`src/rtl/traffic_control_multi.sv`:
```
// Round-robin intersection controller for NUM_DIRS approaches with all-red clearance,
// latched pedestrian walk and emergency preemption that never cuts yellow or clearance.
module traffic_control_multi #(
  parameter int NUM_DIRS     = 4,
  parameter int CNT_W        = 8,
  parameter int GREEN_TIME   = 10,
  parameter int YELLOW_TIME  = 3,
  parameter int ALL_RED_TIME = 2,
  parameter int PED_TIME     = 5,
  parameter int EMG_MIN_TIME = 6
) (
  input  logic                        clk,
  input  logic                        rst_a,
  input  logic                        ped_request,
  input  logic [NUM_DIRS-1:0]         emergency_dir,
  output logic [3*NUM_DIRS-1:0]       lights,
  output logic                        ped_walk,
  output logic                        emg_active,
  output logic [$clog2(NUM_DIRS)-1:0] active_dir
);

  localparam int DIR_W = $clog2(NUM_DIRS);

  localparam logic [CNT_W-1:0] GREEN_LAST   = CNT_W'(GREEN_TIME - 1);
  localparam logic [CNT_W-1:0] YELLOW_LAST  = CNT_W'(YELLOW_TIME - 1);
  localparam logic [CNT_W-1:0] ALL_RED_LAST = CNT_W'(ALL_RED_TIME - 1);
  localparam logic [CNT_W-1:0] PED_LAST     = CNT_W'(PED_TIME - 1);
  localparam logic [CNT_W-1:0] EMG_LAST     = CNT_W'(EMG_MIN_TIME - 1);

  typedef enum logic [2:0] {
    S_GREEN,
    S_YELLOW,
    S_ALL_RED,
    S_PED_WALK,
    S_EMG_GREEN
  } state_e;

  state_e             state_q, state_d;
  logic [DIR_W-1:0]   cur_dir_q, cur_dir_d;
  logic [CNT_W-1:0]   cnt_q, cnt_d;
  logic               ped_pending_q, ped_pending_d;

  logic               emg_req;
  logic [DIR_W-1:0]   emg_sel;
  logic [DIR_W-1:0]   next_dir;
  logic [2:0]         lamp;

  // Lowest-numbered requesting approach wins the emergency arbitration.
  always_comb begin
    emg_sel = '0;
    for (int i = NUM_DIRS - 1; i >= 0; i--) begin
      if (emergency_dir[i]) emg_sel = DIR_W'(i);
    end
  end

  assign emg_req  = |emergency_dir;
  assign next_dir = (cur_dir_q == DIR_W'(NUM_DIRS - 1)) ? '0 : cur_dir_q + DIR_W'(1);

  always_comb begin
    state_d       = state_q;
    cur_dir_d     = cur_dir_q;
    cnt_d         = cnt_q + CNT_W'(1);
    ped_pending_d = ped_pending_q | (ped_request && (state_q != S_PED_WALK));

    case (state_q)
      S_GREEN: begin
        if (emg_req && (emg_sel == cur_dir_q)) state_d = S_EMG_GREEN;
        else if (emg_req || (cnt_q == GREEN_LAST)) state_d = S_YELLOW;
      end
      S_YELLOW: begin
        if (cnt_q == YELLOW_LAST) state_d = S_ALL_RED;
      end
      S_ALL_RED: begin
        if (cnt_q == ALL_RED_LAST) begin
          if (emg_req) begin
            state_d   = S_EMG_GREEN;
            cur_dir_d = emg_sel;
          end else if (ped_pending_q) begin
            state_d = S_PED_WALK;
          end else begin
            state_d   = S_GREEN;
            cur_dir_d = next_dir;
          end
        end
      end
      S_PED_WALK: begin
        // An aborted walk stays pending so it is served again after the emergency.
        if (emg_req) begin
          state_d       = S_ALL_RED;
          ped_pending_d = 1'b1;
        end else if (cnt_q == PED_LAST) begin
          state_d = S_ALL_RED;
        end
      end
      S_EMG_GREEN: begin
        if (!emergency_dir[cur_dir_q] && (cnt_q >= EMG_LAST)) state_d = S_YELLOW;
        else if (cnt_q >= EMG_LAST) cnt_d = cnt_q;
      end
      default: state_d = S_GREEN;
    endcase

    if (state_d != state_q) cnt_d = '0;
    if ((state_d == S_PED_WALK) && (state_q != S_PED_WALK)) ped_pending_d = 1'b0;
  end

  always_ff @(posedge clk) begin
    if (rst_a) begin
      state_q       <= S_GREEN;
      cur_dir_q     <= '0;
      cnt_q         <= '0;
      ped_pending_q <= 1'b0;
    end else begin
      state_q       <= state_d;
      cur_dir_q     <= cur_dir_d;
      cnt_q         <= cnt_d;
      ped_pending_q <= ped_pending_d;
    end
  end

  always_comb begin
    lamp       = 3'b001;
    ped_walk   = 1'b0;
    emg_active = 1'b0;
    case (state_q)
      S_GREEN:     lamp = 3'b100;
      S_EMG_GREEN: begin
        lamp       = 3'b100;
        emg_active = 1'b1;
      end
      S_YELLOW:    lamp = 3'b010;
      S_PED_WALK:  ped_walk = 1'b1;
      default:     lamp = 3'b001;
    endcase
  end

  always_comb begin
    for (int i = 0; i < NUM_DIRS; i++) begin
      lights[3*i +: 3] = (DIR_W'(i) == cur_dir_q) ? lamp : 3'b001;
    end
  end

  assign active_dir = cur_dir_q;

endmodule

```
`config.mk`:
```
export PLATFORM = sky130hd
export DESIGN_NAME = traffic_control_multi
export DESIGN_NICKNAME = d
export VERILOG_FILES = /design/src/rtl/traffic_control_multi.sv
export SDC_FILE = /design/constraint.sdc
export NUM_CORES = 1
export LEC_CHECK = 0
export CAP_MARGIN = 5
export CORE_MARGIN = 3
export CORE_UTILIZATION = 50
export CTS_BUF_LIST = sky130_fd_sc_hd__clkbuf_2 sky130_fd_sc_hd__clkbuf_4 sky130_fd_sc_hd__clkbuf_8
export CTS_CLUSTER_DIAMETER = 40
export CTS_CLUSTER_SIZE = 16
export DETAILED_ROUTE_END_ITERATION = 10
export GPL_ROUTABILITY_DRIVEN = 0
export PLACE_DENSITY = 0.89
export SYNTH_ARGS = -nofsm -noshare
export SYNTH_HDL_FRONTEND = slang
export SYNTH_SLANG_ARGS = --single-unit
```
`constraint.sdc`:
```
create_clock -name clk -period 2.9 [get_ports clk]
set_clock_uncertainty 0.05 [all_clocks]
set_input_delay 0.29 -clock clk [delete_from_list [all_inputs] [get_ports clk]]
set_output_delay 0.29 -clock clk [all_outputs]
set_load 0.01 [all_outputs]
```
==> summary.md <==
| Metric | Value |
|---|---|
| Status | `complete, no violations` |
| Post-Syn Area per Cell | `7.842 sq um` |
| Register bit total from synthesis | `14` |
| Worst path arrival time | `2.14 ns` |
| Die Y | `53.19 um` |
| Via density | `about 5.7` |
| Pin count of the biggest net entering global routing | `13` |
| Final setup margin | `0.4225 ns` |
| Worst-Margin Slew | `0.6754 ns` |
| CTS sink cnt | `14` |
| Post-CTS Resized | `0` |
| Clock Tree Root | `clkbuf_4` |
| Tot Pwr | `0.4497 mW` |
| PD cells | `326.7 mW/mm^2` |
| Port bufs | `22` |
| Initial Util | `0.5453` |
| Initial DRC count | `34` |
| Mapped Area | `between 0.001 and 0.0015 sq mm` |
| Main synth FF type | `dfxtp_1` |
| Leak | `between 0.4 and 0.5 nW` |
| Fin util | `0.6740` |
| Highest Clock Rate | `403.6 MHz` |
| Crit path launch type | `register` |
| Remaining antenna violation count | `0` |
| Crit. End Element | `output port` |
| Vias in the first global route | `1,027` |
| Drt pass-1 iters | `5` |
| Hold Crit Class | `reg2reg` |
| Clock-pin slew on the worst setup and hold paths | `0.08 ns` |
| Register area share after synthesis | `0.2517` |
| Area growth from synthesis to layout | `23.60%` |
| Final Hold Vio Count | `0` |
| Max Cap Viol | `0` |
| Peak supply drop | `0.3890 mV` |
| Die ar. | `0.002829 sq mm` |
| Core area | `0.002042 sq mm` |
| Final nets | `181` |
| Drt drc | `0` |
| Slew Viols, Final | `0` |
| CTS Buffer Depth | `2` |
| Yosys cell types | `42` |
| Num ports | `23` |
| Worst Path Max Fanout | `12` |
| RSZ-0062 raised after global routing | `false` |
| Filler cell count | `about 180` |
| Syn Nets | `around 160` |
| Tcrit/Tclk final | `0.8543` |
| DP HPWL | `1.983 mm` |
| Layout Cells excl Fill | `191` |
| Area of the multi-input gates | `772.0 sq um` |
| Fraction of registers with async set/reset | `0` |
| Synth warn | `0` |
| GRT Util Overall | `0.2137` |
| WL/cell | `13.80 um` |
| Clk_lat worst skew | `roughly 0.29 ns` |
| FP Rows | `16` |
| Crit path time final | `2.477 ns` |
| Pre-CTS setup slack | `~0.35 ns` |
| CTS tree | `done` |
| GRT Residual Overflow | `0` |
| Critical path data required time | `between 2 and 3 ns` |
| CTS Buf Count | `3` |
| Slew headroom | `0.5488` |
| First-pass GRT wire length | `4.464 mm` |
| EDFF count, synth | `0` |
| # H-tree levels | `1` |
| CTS hold repair buffers | `0` |
| Die W | `53.19 um` |
| Crit Path Class | `reg2out` |
| Syn Inst Count | `142` |
| Placed cells | `roughly 190` |
| Diodes inserted | `0` |
| Antenna violations before repair | `0` |
| Drt total wl | `2.635 mm` |
| Layout cell share with drive strength beyond 1 | `0.07317` |
| Sequential cell area | `280.3 sq um` |
| TNS Setup | `0 ns` |
| Setup violations, final | `0` |
| Via Count | `approximately 1,100` |
| Post-CTS setup buffers | `0` |
## synth_stat cells, types with 2 or more instances
library cell / count / area share
xor2_1: 4 / 0.031
inv_1: 7 / 0.024
nor2_1: 17 / 0.057
or3_1: 2 / 0.011
dfxtp_1: 14 / 0.25
a21oi_1: 7 / 0.031
nor3b_1: 2 / 0.013
nand2_1: 14 / 0.047
o21ai_0: 2 / 0.0090
xnor2_1: 3 / 0.024
and3b_1: 2 / 0.016
nor4_1: 3 / 0.017
ha_1: 9 / 0.10
nor3_1: 13 / 0.058
a31oi_1: 3 / 0.017
nand4_1: 2 / 0.011
a211oi_1: 3 / 0.020
and2_1: 9 / 0.051
nand3_1: 3 / 0.013
## metrics by stage
step | hold slack (ns) | area, sq um
4_1_cts | 0.4415 | 1376
2_1_floorplan | 0.3091 | 1114
5_1_grt | 0.4574 | 1376
3_5_place_dp | 0.4276 | 1340
3_3_place_gp | 0.4146 | 1340
6_report | 0.4432 | 1376
## cell type report
class / count / area share
Multi-Input combinational cell: 116 / 0.5609
Timing Repair Buffer: 23 / 0.1655
Tap cell: 27 / 0.02455
Clock buffer: 4 / 0.02636
Inverter: 7 / 0.01909
Sequential cell: 14 / 0.2036
## cell families (layout without fill, tap and decap cells)
| logic type | count (synthesis) | after routing | share of synthesized area |
|---|---|---|---|
| AOI/OAI and AO/OA | 21 | 21 | 0.1303 |
| xor gates and xnor gates | 7 | 7 | 0.05506 |
| adders and majority gates | 9 | 9 | 0.1011 |
| buffers and inverters | 12 | 34 | 0.05505 |
| DFF | 14 | 14 | 0.2517 |
| muxes | 1 | 1 | 0.02022 |
| and+or+nand+nor | 78 | 78 | 0.3865 |
## per-layer routing
metal  part of all wire  GRT usage  vias to the layer above
li1                   -          -                      552
met1               0.44     0.2760                      500
met2               0.48     0.3512                       43
met3              0.074    0.05070                        2
met4             0.0046    0.05957                        0
met5                  0          0                        -
## worst max-delay path: stages (launching register included)
cell and delay (ns):
dfxtp_1 0.44, nor3b_1 0.63, and2_1 0.24, clkdlybuf4s50_1 0.54
## cells in the final DEF (no fill, tap or decap), types with 3 or more instances in the layout
master,count
nor3_1,13
a31oi_1,3
ha_1,9
clkbuf_4,3
dfxtp_1,14
xnor2_1,3
nor4_1,3
nor2_1,17
clkdlybuf4s50_1,22
and2_1,9
xor2_1,4
inv_1,7
a21oi_1,7
nand2_1,14
a211oi_1,3
nand3_1,3
## sequential cells by signal (all words and copies together), names as in the netlist
register,count
state_q,3
active_dir,2
ped_pending_q,1
cnt_q,8
## power by group
part	leakage, nW	switching (mW)	internal (mW)
clock network	0.0210	0.0647	0.0766
logic	0.352	0.0533	0.0455
registers	0.114	0.0114	0.198
## final timing paths
path	start	to	slack, ns	cells after the start
worst min-delay path	ped_pending_q	ped_pending_q	0.44	2
worst max register to register	cnt_q[4]	cnt_q[1]	0.49	6
worst max-delay path	state_q[2]	lights[10]	0.42	3
worst min register to register	ped_pending_q	ped_pending_q	0.44	2
Note: power is estimated with default switching activity, not from simulation.
